--- src/rtl/de2_115_web_qsys_pio_out_pkg.sv ---
// Shared register map and helpers for the parallel output port.
package de2_115_web_qsys_pio_out_pkg;

  // Word addresses of the four slave registers.
  localparam logic [1:0] ADDR_DATA  = 2'd0;
  localparam logic [1:0] ADDR_SET   = 2'd1;
  localparam logic [1:0] ADDR_CLEAR = 2'd2;
  localparam logic [1:0] ADDR_PULSE = 2'd3;

  // Bit position of the busy flag in the PULSE read word.
  localparam int BUSY_BIT = 31;

  // Width of the self-timing pulse counter.
  localparam int CNT_W = 16;

endpackage

--- src/rtl/de2_115_web_qsys_pio_pulse_timer.sv ---
// Pulse timer: holds the active pulse mask and its countdown. A load ORs new
// bits into the mask and restarts the full window for every active bit.
module de2_115_web_qsys_pio_pulse_timer
  import de2_115_web_qsys_pio_out_pkg::*;
#(
  parameter int WIDTH        = 1,
  parameter int PULSE_CYCLES = 4
) (
  input  logic             clk,
  input  logic             reset,
  input  logic             load,
  input  logic [WIDTH-1:0] mask,
  output logic [WIDTH-1:0] pulse_mask,
  output logic [WIDTH-1:0] pulse_mask_next,
  output logic             busy
);

  localparam logic [CNT_W-1:0] RELOAD = CNT_W'(PULSE_CYCLES - 1);

  logic [WIDTH-1:0] mask_q, mask_d;
  logic [CNT_W-1:0] cnt_q, cnt_d;

  // Next-state: reload on a nonzero load, otherwise count down and drop the
  // mask once the counter has reached zero. The counter never wraps.
  always_comb begin
    mask_d = mask_q;
    cnt_d  = cnt_q;
    if (load && (mask != '0)) begin
      mask_d = mask_q | mask;
      cnt_d  = RELOAD;
    end else if (mask_q != '0) begin
      if (cnt_q != '0) begin
        cnt_d = cnt_q - CNT_W'(1);
      end else begin
        mask_d = '0;
      end
    end
  end

  // State registers; reset aborts any pulse in progress.
  always_ff @(posedge clk) begin
    if (reset) begin
      mask_q <= '0;
      cnt_q  <= '0;
    end else begin
      mask_q <= mask_d;
      cnt_q  <= cnt_d;
    end
  end

  assign pulse_mask      = mask_q;
  assign pulse_mask_next = mask_d;
  assign busy            = (mask_q != '0);

endmodule

--- src/rtl/de2_115_web_qsys_pio_out.sv ---
// Avalon-MM parallel output port with data/set/clear registers and a
// self-timing pulse register. out_port = data_reg | pulse_mask, registered.
module de2_115_web_qsys_pio_out
  import de2_115_web_qsys_pio_out_pkg::*;
#(
  parameter int               WIDTH        = 1,
  parameter logic [WIDTH-1:0] RESET_VALUE  = '0,
  parameter int               PULSE_CYCLES = 4
) (
  input  logic             clk,
  input  logic             reset,
  input  logic [1:0]       address,
  input  logic             chipselect,
  input  logic             write_n,
  input  logic [31:0]      writedata,
  output logic [31:0]      readdata,
  output logic [WIDTH-1:0] out_port
);

  logic             write_en;
  logic [WIDTH-1:0] wd;
  logic             pulse_load;
  logic [WIDTH-1:0] pulse_mask;
  logic [WIDTH-1:0] pulse_mask_next;
  logic             busy;

  logic [WIDTH-1:0] data_q, data_d;
  logic [31:0]      readdata_q, readdata_d;
  logic [WIDTH-1:0] out_q, out_d;

  // Upper write-data bits are intentionally ignored for narrow ports.
  logic unused_wd;
  assign unused_wd = ^writedata;

  assign write_en   = chipselect && !write_n;
  assign wd         = writedata[WIDTH-1:0];
  assign pulse_load = write_en && (address == ADDR_PULSE);

  de2_115_web_qsys_pio_pulse_timer #(
    .WIDTH        (WIDTH),
    .PULSE_CYCLES (PULSE_CYCLES)
  ) u_pulse_timer (
    .clk             (clk),
    .reset           (reset),
    .load            (pulse_load),
    .mask            (wd),
    .pulse_mask      (pulse_mask),
    .pulse_mask_next (pulse_mask_next),
    .busy            (busy)
  );

  // Data register update: plain write, atomic set, atomic clear.
  always_comb begin
    data_d = data_q;
    if (write_en) begin
      case (address)
        ADDR_DATA:  data_d = wd;
        ADDR_SET:   data_d = data_q | wd;
        ADDR_CLEAR: data_d = data_q & ~wd;
        default:    data_d = data_q;
      endcase
    end
  end

  // Read mux, sampled every clock from pre-edge state; reads have no side effects.
  always_comb begin
    readdata_d = '0;
    if (address == ADDR_PULSE) begin
      readdata_d[WIDTH-1:0] = pulse_mask;
      readdata_d[BUSY_BIT]  = readdata_d[BUSY_BIT] | busy;
    end else begin
      readdata_d[WIDTH-1:0] = data_q;
    end
  end

  // Pin value is registered from next-state values so it tracks the registers.
  always_comb begin
    out_d = data_d | pulse_mask_next;
  end

  // Register file, read data and output pin register.
  always_ff @(posedge clk) begin
    if (reset) begin
      data_q     <= RESET_VALUE;
      readdata_q <= '0;
      out_q      <= RESET_VALUE;
    end else begin
      data_q     <= data_d;
      readdata_q <= readdata_d;
      out_q      <= out_d;
    end
  end

  assign readdata = readdata_q;
  assign out_port = out_q;

endmodule

--- config.mk ---
export PLATFORM = sky130hd
export DESIGN_NAME = de2_115_web_qsys_pio_out
export DESIGN_NICKNAME = d
export VERILOG_FILES = /design/src/rtl/de2_115_web_qsys_pio_out_pkg.sv /design/src/rtl/de2_115_web_qsys_pio_pulse_timer.sv /design/src/rtl/de2_115_web_qsys_pio_out.sv
export SDC_FILE = /design/constraint.sdc
export NUM_CORES = 1
export LEC_CHECK = 0
export ABC_AREA = 1
export CAP_MARGIN = 20
export CORE_MARGIN = 3
export CORE_UTILIZATION = 45
export DETAILED_ROUTE_END_ITERATION = 8
export DONT_BUFFER_PORTS = 1
export PLACE_DENSITY = 0.72
export SLEW_MARGIN = 25
export SYNTH_ARGS = -nofsm -noshare
export SYNTH_HDL_FRONTEND = slang
export SYNTH_HIERARCHICAL = 1
export SYNTH_SLANG_ARGS = --single-unit
--- constraint.sdc ---
create_clock -name clk -period 1.6 [get_ports clk]
set_input_delay 0.08 -clock clk [delete_from_list [all_inputs] [get_ports clk]]
set_output_delay 0.08 -clock clk [all_outputs]
set_load 0.005 [all_outputs]
==> impl_metrics.env <==
export IMPL_area_growth_pct=1.609
export IMPL_ant_nets=0
export IMPL_p_comb_frac=0.102
export IMPL_hold_class="in -> reg"
export IMPL_ys_seq_elements=21
export IMPL_cts_tree="built"
export IMPL_antenna_found_initial=0
export IMPL_cp_data_required_time_ns=1.85
export IMPL_clock_sinks=21
export IMPL_cp_end_kind="flop"
export IMPL_syn_area_per_cell_um2=6.510
export IMPL_max_freq_mhz=684.6
export IMPL_finalMaxSlewViolations=0
export IMPL_pwr_share_seq=0.600
export IMPL_rrSetupSlack_ns=0.14
export IMPL_whs_ns=0.03216
export IMPL_vias=1207
export IMPL_stdcell_count=280
export IMPL_grt_use_met1=0.1769
export IMPL_wirelength_um=2705
export IMPL_path_max_fanout=9
export IMPL_port_buffers=0
export IMPL_vdd_drop_max_mv=0.4253
export IMPL_clkPwrFrac=0.298
export IMPL_die_area_mm2=0.004008
export IMPL_root_buffer="clkbuf_4"
export IMPL_synthDominantCellAreaShare=0.2845
export IMPL_power_density_mw_per_mm2=587.7
export IMPL_finalHoldViolations=0
export IMPL_dr_pass1_iters=4
export IMPL_wl_per_cell_um=9.661
export IMPL_timing_rr_start="u_pulse_timer/cnt_q[0]"
export IMPL_cts_buffers=3
export IMPL_ys_seq_area_frac=0.2845
export IMPL_placed_cell_area_mm2=0.001428
export IMPL_intPower_mw=0.6536
export IMPL_fin_skew_ns=0.005982
export IMPL_clk_pin_slew_worst_paths_ns=0.12
export IMPL_gr_total_overflow=0
export IMPL_p_sw_mw=0.2289
export IMPL_grt_total_usage=0.1422
export IMPL_r2r_end="u_pulse_timer/cnt_q[8]"
export IMPL_multi_input_area_um2=835.8
export IMPL_first_global_vias=1125
export IMPL_start_util=0.4762
export IMPL_grt_pass1_wl_um=4698
export IMPL_p_leak_nw=0.7546
export IMPL_place_inst=272
export IMPL_diodes=0
export IMPL_min_from="write_n"
export IMPL_sw_frac_of_total=0.2594
export IMPL_yosysUniqueCellTypes=24
export IMPL_syn_cell_area_mm2=0.001478
export IMPL_holdPathEnd="data_q"
export IMPL_hold_depth=5
export IMPL_worstSetupStartpointType="flop"
export IMPL_die_x_um=63.31
export IMPL_outcome="completed"
export IMPL_met2_usage=0.2516
export IMPL_fillers=346
export IMPL_r2r_cells=9
export IMPL_synth_area_top_cells="dfxtp_1 28%, nand2_1 19%, buf_4 16%, nor2_1 6.6%, a21oi_2 5.3%"
export IMPL_fin_crit_ns=1.461
export IMPL_coreArea_mm2=0.003103
export IMPL_yosysTopAreaCell="dfxtp_1"
export IMPL_yosysWarnings=6
export IMPL_rsz0062_at_grt="yes"
export IMPL_power_mw=0.8824
export IMPL_period_share=0.9129
export IMPL_grt_busiest_layer="met2"
export IMPL_cts_setup_buffers=0
export IMPL_worstSetupPathType="reg -> reg"
export IMPL_seq_area_um2=420.4
export IMPL_finalSetupViolations=0
export IMPL_met3_usage=0.03922
export IMPL_fin_nets=276
export IMPL_placementRows=20
export IMPL_syn_instance_count=227
export IMPL_drive_gt1_frac=0.1398
export IMPL_clock_latency_ns=0.31
export IMPL_htreeDepth=1
export IMPL_drtIter0Drc=72
export IMPL_place_congestion=0.7947
export IMPL_fp_dieH_um=63.31
export IMPL_dpl_hpwl_um=2107
export IMPL_avgViaCountPerCell=4.311
export IMPL_drc_errors=0
export IMPL_stdcell_area_mm2=0.001501
export IMPL_critPathArrivalTime_ns=1.72
export IMPL_clk_path_buf_depth=2
export IMPL_drv_cap=0
export IMPL_ioPinCount=71
export IMPL_grt_max_degree=14
## synthesized netlist by cell type
library cell,number
xor2_1,4
clkbuf_1,1
nand3_2,1
nand2_1,75
nand2_4,1
conb_1,1
buf_4,31
o21ai_0,1
buf_6,2
nand3_1,11
xnor2_1,2
ha_1,1
a21oi_2,9
nor3_1,2
nand2_2,2
inv_1,19
a21oi_1,8
nor2_2,4
inv_2,2
dfxtp_1,21
or2_2,1
nand4_1,1
nor2_4,1
nor2_1,26
## registers in the layout, indices dropped and copies added (netlist names)
register,count
u_pulse_timer/cnt_q,16
data_q,1
readdata,2
u_pulse_timer/busy,1
out_port,1
## critical path, cell delays in order (launching register included)
cell and delay [ns]:
dfxtp_1 0.33, inv_1 0.09, ha_1 0.20, nand2_2 0.08, nor2_2 0.14, nand2_2 0.09, nand2_4 0.11, buf_4 0.18
nand2_1 0.08, a21oi_2 0.13
## stage by stage
| stage | utilization | setup WS, ns | setup TNS, ns |
|---|---|---|---|
| 6_report | 0.4839 | 0.1393 | 0 |
| 5_1_grt | 0.4839 | -0.009657 | -0.009657 |
| 4_1_cts | 0.4815 | 0.1161 | 0 |
| 3_5_place_dp | 0.4601 | 0.1363 | 0 |
| 3_3_place_gp | 0.4601 | 0.1666 | 0 |
| 2_1_floorplan | - | 0.1509 | 0 |
## logic make-up after synthesis
group           count (synthesis)  synth area share
fa+ha+maj                       1          0.008466
compound gates                 18           0.08383
flops                          21            0.2845
buf+inv                        55            0.2286
other cells                     1          0.002538
xor+xnor                        6           0.03556
simple gates                  125            0.3565
## final cells by class
cell class,instances,area share
inverters,21,0.05250
repair buffers,10,0.05667
flip-flops and latches,21,0.2800
clock buffers,4,0.01750
well taps,44,0.03667
multi-input cells,180,0.5567
## per-layer routing
layer	wire length, um	up-vias
li1	-	653
met1	1267	530
met2	1296	24
met3	141	0
met4	0	0
met5	0	-
## cell usage in the layout (no fill, tap or decap), types with 2 or more instances in the layout
cell type	count
xor2_1	4
dlygate4sd3_1	4
inv_2	3
clkbuf_4	3
nand2_1	75
buf_4	6
xnor2_1	2
nand2_2	2
inv_1	18
nor2_2	5
nor2_1	25
conb_1	30
dfxtp_1	21
nand3_1	11
a21oi_2	9
a21oi_1	8
## how the worst max path moves through the flow
stage	cells past startpoint	start	slack [ns]	to
after floorplan	10	u_pulse_timer/cnt_q[0]	0.15	u_pulse_timer/cnt_q[15]
after global placement	8	u_pulse_timer/cnt_q[0]	0.17	u_pulse_timer/cnt_q[6]
after detailed placement	8	u_pulse_timer/cnt_q[0]	0.14	u_pulse_timer/cnt_q[6]
after CTS	8	u_pulse_timer/cnt_q[0]	0.12	u_pulse_timer/cnt_q[6]
after global routing	8	u_pulse_timer/cnt_q[4]	-0.01	u_pulse_timer/cnt_q[2]
final	9	u_pulse_timer/cnt_q[0]	0.14	u_pulse_timer/cnt_q[8]
## power by group through the flow
stage          Clock [mW]  Sequential, mW  Combinational, mW
2_1_floorplan           0           0.541              0.119
6_report            0.263           0.529             0.0900
3_3_place_gp            0           0.541             0.0786
3_5_place_dp            0           0.541             0.0797
5_1_grt             0.303           0.530              0.104
4_1_cts             0.280           0.529             0.0877
## timing repair
action	CTS	global route
setup endpoints to repair	0	10
hold endpoints to repair	8	0
resized for setup	0	3
hold buffers	4	0
Power figures use the tool's default switching activity.
